--- config.mk ---
export PLATFORM = sky130hd
export DESIGN_NAME = sram_ctrl_arb_flat
export DESIGN_NICKNAME = d
export VERILOG_FILES = /design/src/rtl/sram_ctrl_arb_if.sv /design/src/rtl/sram_ctrl_arb.sv /design/src/flat_wrapper.sv
export SDC_FILE = /design/constraint.sdc
export NUM_CORES = 1
export LEC_CHECK = 0
export CAP_MARGIN = 40
export CORE_ASPECT_RATIO = 0.75
export CORE_MARGIN = 2
export CORE_UTILIZATION = 38
export CTS_BUF_LIST = sky130_fd_sc_hd__clkbuf_4 sky130_fd_sc_hd__clkbuf_8
export CTS_CLUSTER_SIZE = 10
export DETAILED_ROUTE_END_ITERATION = 8
export PLACE_DENSITY = 0.83
export REMOVE_ABC_BUFFERS = 1
export SYNTH_ARGS = -nofsm -noshare
export SYNTH_HDL_FRONTEND = slang
export SYNTH_SLANG_ARGS = --single-unit
--- constraint.sdc ---
create_clock -name clk -period 1.8 [get_ports clk]
set_input_delay 0.18 -clock clk [delete_from_list [all_inputs] [get_ports clk]]
set_output_delay 0.18 -clock clk [all_outputs]
set_load 0.01 [all_outputs]
--- src/rtl/sram_ctrl_arb_if.sv ---
// Bus bundle between the two requesters, the SRAM controller and the SRAM pins.
// slave is the controller's view; master is the requester/SRAM environment view.
interface sram_ctrl_arb_if #(
  parameter int AW = 5,
  parameter int DW = 32
);
  logic          req0;
  logic          req1;
  logic          we0;
  logic          we1;
  logic [AW-1:0] addr0;
  logic [AW-1:0] addr1;
  logic [DW-1:0] wdata0;
  logic [DW-1:0] wdata1;
  logic          gnt0;
  logic          gnt1;
  logic          done0;
  logic          done1;
  logic [DW-1:0] rdata;
  logic [AW-1:0] sram_a;
  logic [DW-1:0] sram_dout;
  logic          sram_doe;
  logic [DW-1:0] sram_din;
  logic          sram_ce;
  logic          sram_oe;
  logic          sram_wr;

  modport slave (
    input  req0, req1, we0, we1, addr0, addr1, wdata0, wdata1, sram_din,
    output gnt0, gnt1, done0, done1, rdata,
    output sram_a, sram_dout, sram_doe, sram_ce, sram_oe, sram_wr
  );

  modport master (
    output req0, req1, we0, we1, addr0, addr1, wdata0, wdata1, sram_din,
    input  gnt0, gnt1, done0, done1, rdata,
    input  sram_a, sram_dout, sram_doe, sram_ce, sram_oe, sram_wr
  );
endinterface

--- src/rtl/sram_ctrl_arb.sv ---
// Two-port round-robin controller for an asynchronous SRAM: cycle-counted
// CE/OE/WR sequencing with address, data and CE held for the whole access.
module sram_ctrl_arb #(
  parameter int AW        = 5,
  parameter int DW        = 32,
  parameter int SETUP_CYC = 3,
  parameter int WP_CYC    = 4,
  parameter int RD_CYC    = 7,
  parameter int RECOV_CYC = 2
) (
  input logic           clk,
  input logic           rst,
  sram_ctrl_arb_if.slave bus
);

  localparam int CMAX_A = (SETUP_CYC > WP_CYC) ? SETUP_CYC : WP_CYC;
  localparam int CMAX_B = (RD_CYC > RECOV_CYC) ? RD_CYC : RECOV_CYC;
  localparam int CMAX   = (CMAX_A > CMAX_B) ? CMAX_A : CMAX_B;
  localparam int CW     = (CMAX < 2) ? 1 : $clog2(CMAX);

  localparam logic [CW-1:0] CNT_ZERO  = CW'(0);
  localparam logic [CW-1:0] CNT_ONE   = CW'(1);
  localparam logic [CW-1:0] LD_SETUP  = CW'(SETUP_CYC - 1);
  localparam logic [CW-1:0] LD_WP     = CW'(WP_CYC - 1);
  localparam logic [CW-1:0] LD_RD     = CW'(RD_CYC - 1);
  localparam logic [CW-1:0] LD_RECOV  = CW'(RECOV_CYC - 1);

  typedef enum logic [2:0] {
    ST_IDLE   = 3'd0,
    ST_WSETUP = 3'd1,
    ST_WPULSE = 3'd2,
    ST_WEND   = 3'd3,
    ST_RDWAIT = 3'd4,
    ST_RECOV  = 3'd5
  } state_t;

  state_t        state_r;
  logic [CW-1:0] cnt_r;
  logic          ptr_r;
  logic          port_r;
  logic          gnt0_r;
  logic          gnt1_r;
  logic          done0_r;
  logic          done1_r;
  logic [DW-1:0] rdata_r;
  logic [AW-1:0] sram_a_r;
  logic [DW-1:0] sram_dout_r;
  logic          sram_doe_r;
  logic          sram_ce_r;
  logic          sram_oe_r;
  logic          sram_wr_r;

  logic          win_s;
  logic          we_s;
  logic [AW-1:0] addr_s;
  logic [DW-1:0] wdata_s;

  // Winner selection and mux of the winning port's request fields
  always_comb begin
    win_s   = 1'b0;
    we_s    = 1'b0;
    addr_s  = {AW{1'b0}};
    wdata_s = {DW{1'b0}};
    if (bus.req0 && bus.req1) begin
      win_s = ptr_r;
    end else if (bus.req1) begin
      win_s = 1'b1;
    end else begin
      win_s = 1'b0;
    end
    if (win_s) begin
      we_s    = bus.we1;
      addr_s  = bus.addr1;
      wdata_s = bus.wdata1;
    end else begin
      we_s    = bus.we0;
      addr_s  = bus.addr0;
      wdata_s = bus.wdata0;
    end
  end

  // Transaction sequencer with registered strobes, pulses and read data
  always_ff @(posedge clk) begin
    if (rst) begin
      state_r     <= ST_IDLE;
      cnt_r       <= CNT_ZERO;
      ptr_r       <= 1'b0;
      port_r      <= 1'b0;
      gnt0_r      <= 1'b0;
      gnt1_r      <= 1'b0;
      done0_r     <= 1'b0;
      done1_r     <= 1'b0;
      rdata_r     <= {DW{1'b0}};
      sram_a_r    <= {AW{1'b0}};
      sram_dout_r <= {DW{1'b0}};
      sram_doe_r  <= 1'b0;
      sram_ce_r   <= 1'b1;
      sram_oe_r   <= 1'b1;
      sram_wr_r   <= 1'b1;
    end else begin
      gnt0_r  <= 1'b0;
      gnt1_r  <= 1'b0;
      done0_r <= 1'b0;
      done1_r <= 1'b0;
      case (state_r)
        ST_IDLE: begin
          if (bus.req0 || bus.req1) begin
            port_r    <= win_s;
            ptr_r     <= ~win_s;
            gnt0_r    <= ~win_s;
            gnt1_r    <= win_s;
            sram_a_r  <= addr_s;
            sram_ce_r <= 1'b0;
            if (we_s) begin
              sram_dout_r <= wdata_s;
              sram_doe_r  <= 1'b1;
              cnt_r       <= LD_SETUP;
              state_r     <= ST_WSETUP;
            end else begin
              sram_oe_r <= 1'b0;
              cnt_r     <= LD_RD;
              state_r   <= ST_RDWAIT;
            end
          end
        end
        ST_WSETUP: begin
          if (cnt_r == CNT_ZERO) begin
            sram_wr_r <= 1'b0;
            cnt_r     <= LD_WP;
            state_r   <= ST_WPULSE;
          end else begin
            cnt_r <= cnt_r - CNT_ONE;
          end
        end
        ST_WPULSE: begin
          if (cnt_r == CNT_ZERO) begin
            sram_wr_r <= 1'b1;
            cnt_r     <= CNT_ZERO;
            state_r   <= ST_WEND;
          end else begin
            cnt_r <= cnt_r - CNT_ONE;
          end
        end
        // WR already high; data stays driven one more cycle for hold margin
        ST_WEND: begin
          sram_ce_r  <= 1'b1;
          sram_doe_r <= 1'b0;
          done0_r    <= ~port_r;
          done1_r    <= port_r;
          cnt_r      <= LD_RECOV;
          state_r    <= ST_RECOV;
        end
        ST_RDWAIT: begin
          if (cnt_r == CNT_ZERO) begin
            rdata_r   <= bus.sram_din;
            sram_ce_r <= 1'b1;
            sram_oe_r <= 1'b1;
            done0_r   <= ~port_r;
            done1_r   <= port_r;
            cnt_r     <= LD_RECOV;
            state_r   <= ST_RECOV;
          end else begin
            cnt_r <= cnt_r - CNT_ONE;
          end
        end
        // The IDLE cycle that follows is the last turnaround cycle before a grant
        ST_RECOV: begin
          if (cnt_r <= CNT_ONE) begin
            cnt_r   <= CNT_ZERO;
            state_r <= ST_IDLE;
          end else begin
            cnt_r <= cnt_r - CNT_ONE;
          end
        end
        default: begin
          state_r    <= ST_IDLE;
          cnt_r      <= CNT_ZERO;
          sram_doe_r <= 1'b0;
          sram_ce_r  <= 1'b1;
          sram_oe_r  <= 1'b1;
          sram_wr_r  <= 1'b1;
        end
      endcase
    end
  end

  assign bus.gnt0      = gnt0_r;
  assign bus.gnt1      = gnt1_r;
  assign bus.done0     = done0_r;
  assign bus.done1     = done1_r;
  assign bus.rdata     = rdata_r;
  assign bus.sram_a    = sram_a_r;
  assign bus.sram_dout = sram_dout_r;
  assign bus.sram_doe  = sram_doe_r;
  assign bus.sram_ce   = sram_ce_r;
  assign bus.sram_oe   = sram_oe_r;
  assign bus.sram_wr   = sram_wr_r;

endmodule

--- src/flat_wrapper.sv ---
// flat-port wrapper written by rule: the top's interface ports become plain ports
module sram_ctrl_arb_flat 
#(
  parameter int AW        = 5,
  parameter int DW        = 32,
  parameter int SETUP_CYC = 3,
  parameter int WP_CYC    = 4,
  parameter int RD_CYC    = 7,
  parameter int RECOV_CYC = 2
)
  (clk, rst, bus_req0, bus_req1, bus_we0, bus_we1, bus_addr0, bus_addr1, bus_wdata0, bus_wdata1, bus_sram_din, bus_gnt0, bus_gnt1, bus_done0, bus_done1, bus_rdata, bus_sram_a, bus_sram_dout, bus_sram_doe, bus_sram_ce, bus_sram_oe, bus_sram_wr);
  sram_ctrl_arb_if #(.AW(AW), .DW(DW)) bus_i ();
  input logic clk;
  input logic rst;
  input wire logic [$bits(bus_i.req0)-1:0] bus_req0;
  input wire logic [$bits(bus_i.req1)-1:0] bus_req1;
  input wire logic [$bits(bus_i.we0)-1:0] bus_we0;
  input wire logic [$bits(bus_i.we1)-1:0] bus_we1;
  input wire logic [$bits(bus_i.addr0)-1:0] bus_addr0;
  input wire logic [$bits(bus_i.addr1)-1:0] bus_addr1;
  input wire logic [$bits(bus_i.wdata0)-1:0] bus_wdata0;
  input wire logic [$bits(bus_i.wdata1)-1:0] bus_wdata1;
  input wire logic [$bits(bus_i.sram_din)-1:0] bus_sram_din;
  output wire logic [$bits(bus_i.gnt0)-1:0] bus_gnt0;
  output wire logic [$bits(bus_i.gnt1)-1:0] bus_gnt1;
  output wire logic [$bits(bus_i.done0)-1:0] bus_done0;
  output wire logic [$bits(bus_i.done1)-1:0] bus_done1;
  output wire logic [$bits(bus_i.rdata)-1:0] bus_rdata;
  output wire logic [$bits(bus_i.sram_a)-1:0] bus_sram_a;
  output wire logic [$bits(bus_i.sram_dout)-1:0] bus_sram_dout;
  output wire logic [$bits(bus_i.sram_doe)-1:0] bus_sram_doe;
  output wire logic [$bits(bus_i.sram_ce)-1:0] bus_sram_ce;
  output wire logic [$bits(bus_i.sram_oe)-1:0] bus_sram_oe;
  output wire logic [$bits(bus_i.sram_wr)-1:0] bus_sram_wr;
  assign bus_i.req0 = bus_req0;
  assign bus_i.req1 = bus_req1;
  assign bus_i.we0 = bus_we0;
  assign bus_i.we1 = bus_we1;
  assign bus_i.addr0 = bus_addr0;
  assign bus_i.addr1 = bus_addr1;
  assign bus_i.wdata0 = bus_wdata0;
  assign bus_i.wdata1 = bus_wdata1;
  assign bus_i.sram_din = bus_sram_din;
  assign bus_gnt0 = bus_i.gnt0;
  assign bus_gnt1 = bus_i.gnt1;
  assign bus_done0 = bus_i.done0;
  assign bus_done1 = bus_i.done1;
  assign bus_rdata = bus_i.rdata;
  assign bus_sram_a = bus_i.sram_a;
  assign bus_sram_dout = bus_i.sram_dout;
  assign bus_sram_doe = bus_i.sram_doe;
  assign bus_sram_ce = bus_i.sram_ce;
  assign bus_sram_oe = bus_i.sram_oe;
  assign bus_sram_wr = bus_i.sram_wr;
  sram_ctrl_arb #(.AW(AW), .DW(DW), .SETUP_CYC(SETUP_CYC), .WP_CYC(WP_CYC), .RD_CYC(RD_CYC), .RECOV_CYC(RECOV_CYC)) u_core (.clk(clk), .rst(rst), .bus(bus_i));
endmodule
# [Word level (Yosys, flattened, before mapping)]
# Index checks and enable logic that the tools add are counted.
[totals] input_bits=112 wordCells=88 output_inout_bits=77 ff_bits=85
[classes] add_sub_neg=1 magnitude_cmp=1 muxes=34 reduce_logical=17 n_bitwise=8 n_eq_ne=12
[op_table] op="two-way mux 3 bit" n=12
[op_table] op="case mux 3 bit (6 select lines)" n=2
[op_table] op="two-way mux 32 bit" n=1
[op_table] op="two-way mux 1 bit" n=12
[op_table] op="inequality test 2 x 1 -> 1 bit (second input constant)" n=6
[op_table] op="AND reduction 3 bit" n=4
[op_table] op="OR reduction 4 bit" n=3
[op_table] op="case mux 1 bit (3 select lines)" n=3
[op_table] op="inverter 1 bit" n=8
[op_table] op="== test 3 x 2 -> 1 bit (second input constant)" n=2
[op_table] op="== test 3 bit (second input constant)" n=2
[op_table] op="logical NOT 3 bit" n=2
[op_table] op="case mux 1 bit (2 select lines)" n=3
[op_table] op="OR reduction 3 bit" n=2
[op_table] op="two-way mux 5 bit" n=1
[op_table] op="AND reduction 5 bit" n=1
[op_table] op="AND reduction 2 bit" n=2
[op_table] op="AND reduction 4 bit" n=1
[op_table] op="== test 3 x 1 -> 1 bit (second input constant)" n=1
[op_table] op="less-or-equal comparator 3 x 1 -> 1 bit (second input constant)" n=1
[op_table] op="subtractor 3 x 1 -> 3 bit (second input constant)" n=1
[op_table] op="inequality test 2 bit (second input constant)" n=1
[op_table] op="logical AND 1 bit" n=1
[op_table] op="logical OR 1 bit" n=1

# [Depth between registers and ports, before layout]
[depth] depth_word=6 depth_mapped=8 mapped_depth_nobuf=7

# [Worst setup path after synthesis]
# Ideal clock, no wire load.
[synth_timing] path_kind="register -> register" start="reg u_core.cnt_r[0]" end="reg u_core.state_r[2]" required_time_ns=1.670 synth_period_minus_slack_ns=1.672 path_buffers=1 setup_ns=0.130 t_arrival_ns=1.542 path_stages_with_launch=9 slack_ns=0.128 path_cell_list="dfxtp_1 > inv_1 > ha_1 > nand2b_1 > buf_2 > nor2_1 > a2111oi_2 > or2_1 > o31ai_1"
[synth_via] elab_chain_cells=3 elab_cells_between_ends=7 classes_between="order compare: 1; eq/ne: 4; reduce/logical: 2"
[synth_lines] item="start: declaration" line_no="sram_ctrl_arb.sv:38" rtl="logic [CW-1:0] cnt_r;"
[synth_lines] item="start signal: assignment" line_no="sram_ctrl_arb.sv:132" rtl="cnt_r <= cnt_r - CNT_ONE;"
[synth_lines] item="start signal: assignment" line_no="sram_ctrl_arb.sv:141" rtl="cnt_r <= cnt_r - CNT_ONE;"
[synth_lines] item="start signal: assignment" line_no="sram_ctrl_arb.sv:163" rtl="cnt_r <= cnt_r - CNT_ONE;"
[synth_lines] item="less-or-equal comparator 3 x 1 -> 1 bit or logical NOT 3 bit (tied branches)"
[synth_lines] item="inequality test 2 x 1 -> 1 bit (no source line)"
[synth_lines] item="AND reduction 5 bit (no source line) (*)"
[synth_lines] item="end signal: assignment" line_no="sram_ctrl_arb.sv:161" rtl="state_r <= ST_RECOV;"
[synth_lines] item="end signal: assignment" line_no="sram_ctrl_arb.sv:170" rtl="state_r <= ST_IDLE;"
[synth_lines] item="end signal: assignment" line_no="sram_ctrl_arb.sv:176" rtl="state_r <= ST_IDLE;"
[synth_lines] item="end: declaration" line_no="sram_ctrl_arb.sv:37" rtl="state_t state_r;"
# Every way passes the cells marked *; elsewhere a longest branch is shown, timed or not.
# A chain may end at the register's enable or synchronous reset.

# [Worst setup path after layout]
[layout_timing] start="reg u_core.cnt_r[0]" end="reg u_core.cnt_r[1]"
[layout_via] elab_chain_cells=3 elab_cells_between_ends=8 classes_between="add/sub: 1; order compare: 1; mux: 5; reduce/logical: 1"
[layout_lines] item="subtractor 3 x 1 -> 3 bit (tied with other cells)"
[layout_lines] item="two-way mux 3 bit (on tied branches)"
[layout_lines] item="case mux 3 bit (6 select lines) (*)" line_no="sram_ctrl_arb.sv:105" rtl="case (state_r)"
# Marks and branches as above.

==> impl_metrics.env <==
export IMPL_run_status="finished, final reports clean"
export IMPL_die_area_sq_mm=0.01082
export IMPL_detail_route_iter0_violations=218
export IMPL_hold_violations=0
export IMPL_synth_seq_area_share=0.4480
export IMPL_cp_start_kind="flop"
export IMPL_cts_tree="done"
export IMPL_antenna_found_initial=0
export IMPL_synth_area_sq_mm=0.003799
export IMPL_root_buffer="clkbuf_8"
export IMPL_fin_setup_tns_ns=0
export IMPL_grt_max_degree=62
export IMPL_post_cts_buffers=0
export IMPL_crit_arrival_ns=2.00
export IMPL_critical_path_top_delay_family="compound AO/OA/AOI/OAI gates"
export IMPL_fin_crit_sh=0.9544
export IMPL_max_stage_delay_ns=0.34
export IMPL_finalCriticalPeriod_ns=1.718
export IMPL_dieHeight_um=90.59
export IMPL_cts_hold_fix_buffers=0
export IMPL_place_congestion=0.8744
export IMPL_max_cap_viol_count=0
export IMPL_hold_class="input port to flop"
export IMPL_p_leak_nw=2.326
export IMPL_slowest_stage="dfxtp_1"
export IMPL_synth_edf_count=0
export IMPL_hpwl_um=8478
export IMPL_std_cell_rows=31
export IMPL_setup_viol=0
export IMPL_critPathMostFrequentCell="nor2b_1"
export IMPL_drv_slew=0
export IMPL_fill_cells=789
export IMPL_path_buf_inv=2
export IMPL_tightest_slew_ns=0.4895
export IMPL_timing_fmax_mhz=582.1
export IMPL_via_per_inst=5.116
export IMPL_insertedDiodeCount=0
export IMPL_wl_per_cell_um=14.64
export IMPL_globalRouteOverflowTotal=0
export IMPL_area_delta_synth_final_pct=66.14
export IMPL_wl_um=11740
export IMPL_routed_via_count=4103
export IMPL_async_reset_ff_frac=0
export IMPL_grt_pass1_wl_um=18060
export IMPL_die_width_um=119.5
export IMPL_cp_cell_sequence="inv_1, ha_1, nor2b_1, buf_4, a211oi_1, o22ai_1, o21ai_0, nor2b_1"
export IMPL_fin_nets=779
export IMPL_setup_worst_path_end_class="flop"
export IMPL_remaining_drc_errors=0
export IMPL_slew_headroom=0.6736
export IMPL_clk_latency_ns=0.35
export IMPL_ios=189
export IMPL_final_util=0.6508
export IMPL_cts_sinks=85
export IMPL_ys_flop_type="dfxtp_1"
export IMPL_coreArea_sq_mm=0.009697
export IMPL_ys_types=45
export IMPL_dr_pass1_iters=4
export IMPL_htreeDepth=3
export IMPL_grt_use_total=0.2046
export IMPL_cts_buffer_depth=2
export IMPL_syn_inst=464
export IMPL_powerDensity_mw_per_mm2=1346
export IMPL_portBuffers=188
export IMPL_initial_utilization=0.3917
export IMPL_drive_above_1_share=0.1328
export IMPL_synth_area_per_cell_sq_um=8.187
export IMPL_clock_skew_ns=0.01355
export IMPL_grt_pass1_vias=3881
export IMPL_peakVddDrop_uv=629.9
export IMPL_synth_warnings=0
export IMPL_numCtsBuffers=9
export IMPL_path_clk_slew_ns=0.09
export IMPL_crit_type="flop to flop"
export IMPL_ys_ff_latch=85
export IMPL_drtAntennaViolNets=0
export IMPL_path_max_fanout=5
export IMPL_required_ns=2.08
==> timing repair <==
item                                    CTS  global route
hold endpoints to repair                  0             0
endpoints found under the setup margin    0             7
resized for setup                         0             3
==> state kept, by name, indices dropped and copies added, names as in the netlist, 3 cells and up <==
signal / cells
u_core.state_r: 3
u_core.bus.sram_a: 5
u_core.bus.sram_dout: 32
u_core.bus.rdata: 32
u_core.cnt_r: 3
==> layer usage <==
layer  GRT usage  up-vias  part of all wire
li1            -     2003                 -
met1      0.2488     1885              0.43
met2      0.3448      196              0.46
met3     0.06503       19             0.092
met4     0.06373        0             0.017
met5           0        -                 0
==> worst paths after layout <==
check	start	end	slack, ns	cells after the start
worst max register to register	u_core.cnt_r[0]$_SDFFE_PP0P_	u_core.cnt_r[1]$_SDFFE_PP0P_	0.08	8
worst min register to register	u_core.bus.rdata[22]$_SDFFE_PP0P_	u_core.bus.rdata[22]$_SDFFE_PP0P_	0.46	2
worst min-delay path	rst	u_core.cnt_r[0]$_SDFFE_PP0P_	0.28	2
worst max-delay path	u_core.cnt_r[0]$_SDFFE_PP0P_	u_core.cnt_r[1]$_SDFFE_PP0P_	0.08	8
==> through the flow <==
stage          hold WS (ns)  setup slack, ns  instance area [sq um]  std cells  power (mW)
3_5_place_dp         0.4483          -0.1870                   6015        785       6.733
4_1_cts              0.2607          0.07507                   6267        801       8.425
3_3_place_gp         0.4416         -0.05110                   6015        785       6.582
5_1_grt              0.3011         -0.01704                   6311        802       9.011
6_report             0.2761          0.08210                   6311        802       8.496
2_1_floorplan        0.2479           -1.354                   3602        425       4.662
==> kinds of logic (layout without fill, tap and decap cells) <==
family                   after synthesis  count (layout)  synth area share
adder cells (fa/ha/maj)                2               2          0.006587
buffers and inverters                 42             248           0.05467
flip-flops                            85              85            0.4480
AO/OA/AOI/OAI                        119             119            0.2526
AND/OR/NAND/NOR                      216             216            0.2381
==> area by class of cell <==
cell class                 count  area (sq um)  area share
inverter                       3         11.26    0.001784
sequential                    85          1702      0.2696
tap                          132         165.2     0.02617
clock buffer                  11         145.1     0.02300
timing repair buffer         229          2265      0.3588
multi-input combinational    337          1916      0.3035
clock inverter                 5         107.6     0.01705
==> cell usage in the layout (no fill, tap or decap), types with 3 or more instances in the layout <==
cell | Yosys | final
and2_1 | 3 | 3
nand2_1 | 131 | 131
dfxtp_1 | 85 | 85
nand3_1 | 5 | 5
clkbuf_8 | 0 | 10
nand2b_1 | 4 | 4
a311oi_1 | 13 | 13
buf_12 | 0 | 5
nor2b_1 | 9 | 9
nor2_1 | 50 | 49
or2_2 | 3 | 3
a311oi_2 | 20 | 20
buf_4 | 2 | 35
bufinv_16 | 0 | 3
o21ai_0 | 4 | 4
a22oi_1 | 6 | 6
a21oi_1 | 46 | 45
inv_1 | 3 | 3
nor3_1 | 3 | 3
a211oi_1 | 3 | 3
clkdlybuf4s50_1 | 0 | 187
a22o_1 | 5 | 5
==> power by group <==
group	switching [mW]	total, mW	internal (mW)
clock	0.679	1.66	0.981
sequential	0.320	2.69	2.37
combinational	2.01	4.15	2.14
total	3.01	8.50	5.49
==> synthesized netlist by cell type, types with 3 or more instances <==
cell type  number  area, sq um
nor2b_1         9        56.30
a311oi_1       13        113.9
a21oi_1        46        230.2
nand3_1         5        25.02
nand2_1       131        491.7
buf_6           4        45.04
dfxtp_1        85         1702
inv_1           3        11.26
buf_2          10        50.05
a22oi_1         6        45.04
nand2b_1        4        25.02
o21ai_0         4        20.02
a211oi_1        3        22.52
a311oi_2       20        300.3
and2_1          3        18.77
nor2_1         50        187.7
nor3_1          3        15.01
or2_2           3        18.77
clkbuf_1       23        86.33
a22o_1          5        43.79
No activity file was read; power rests on OpenSTA's default activity.
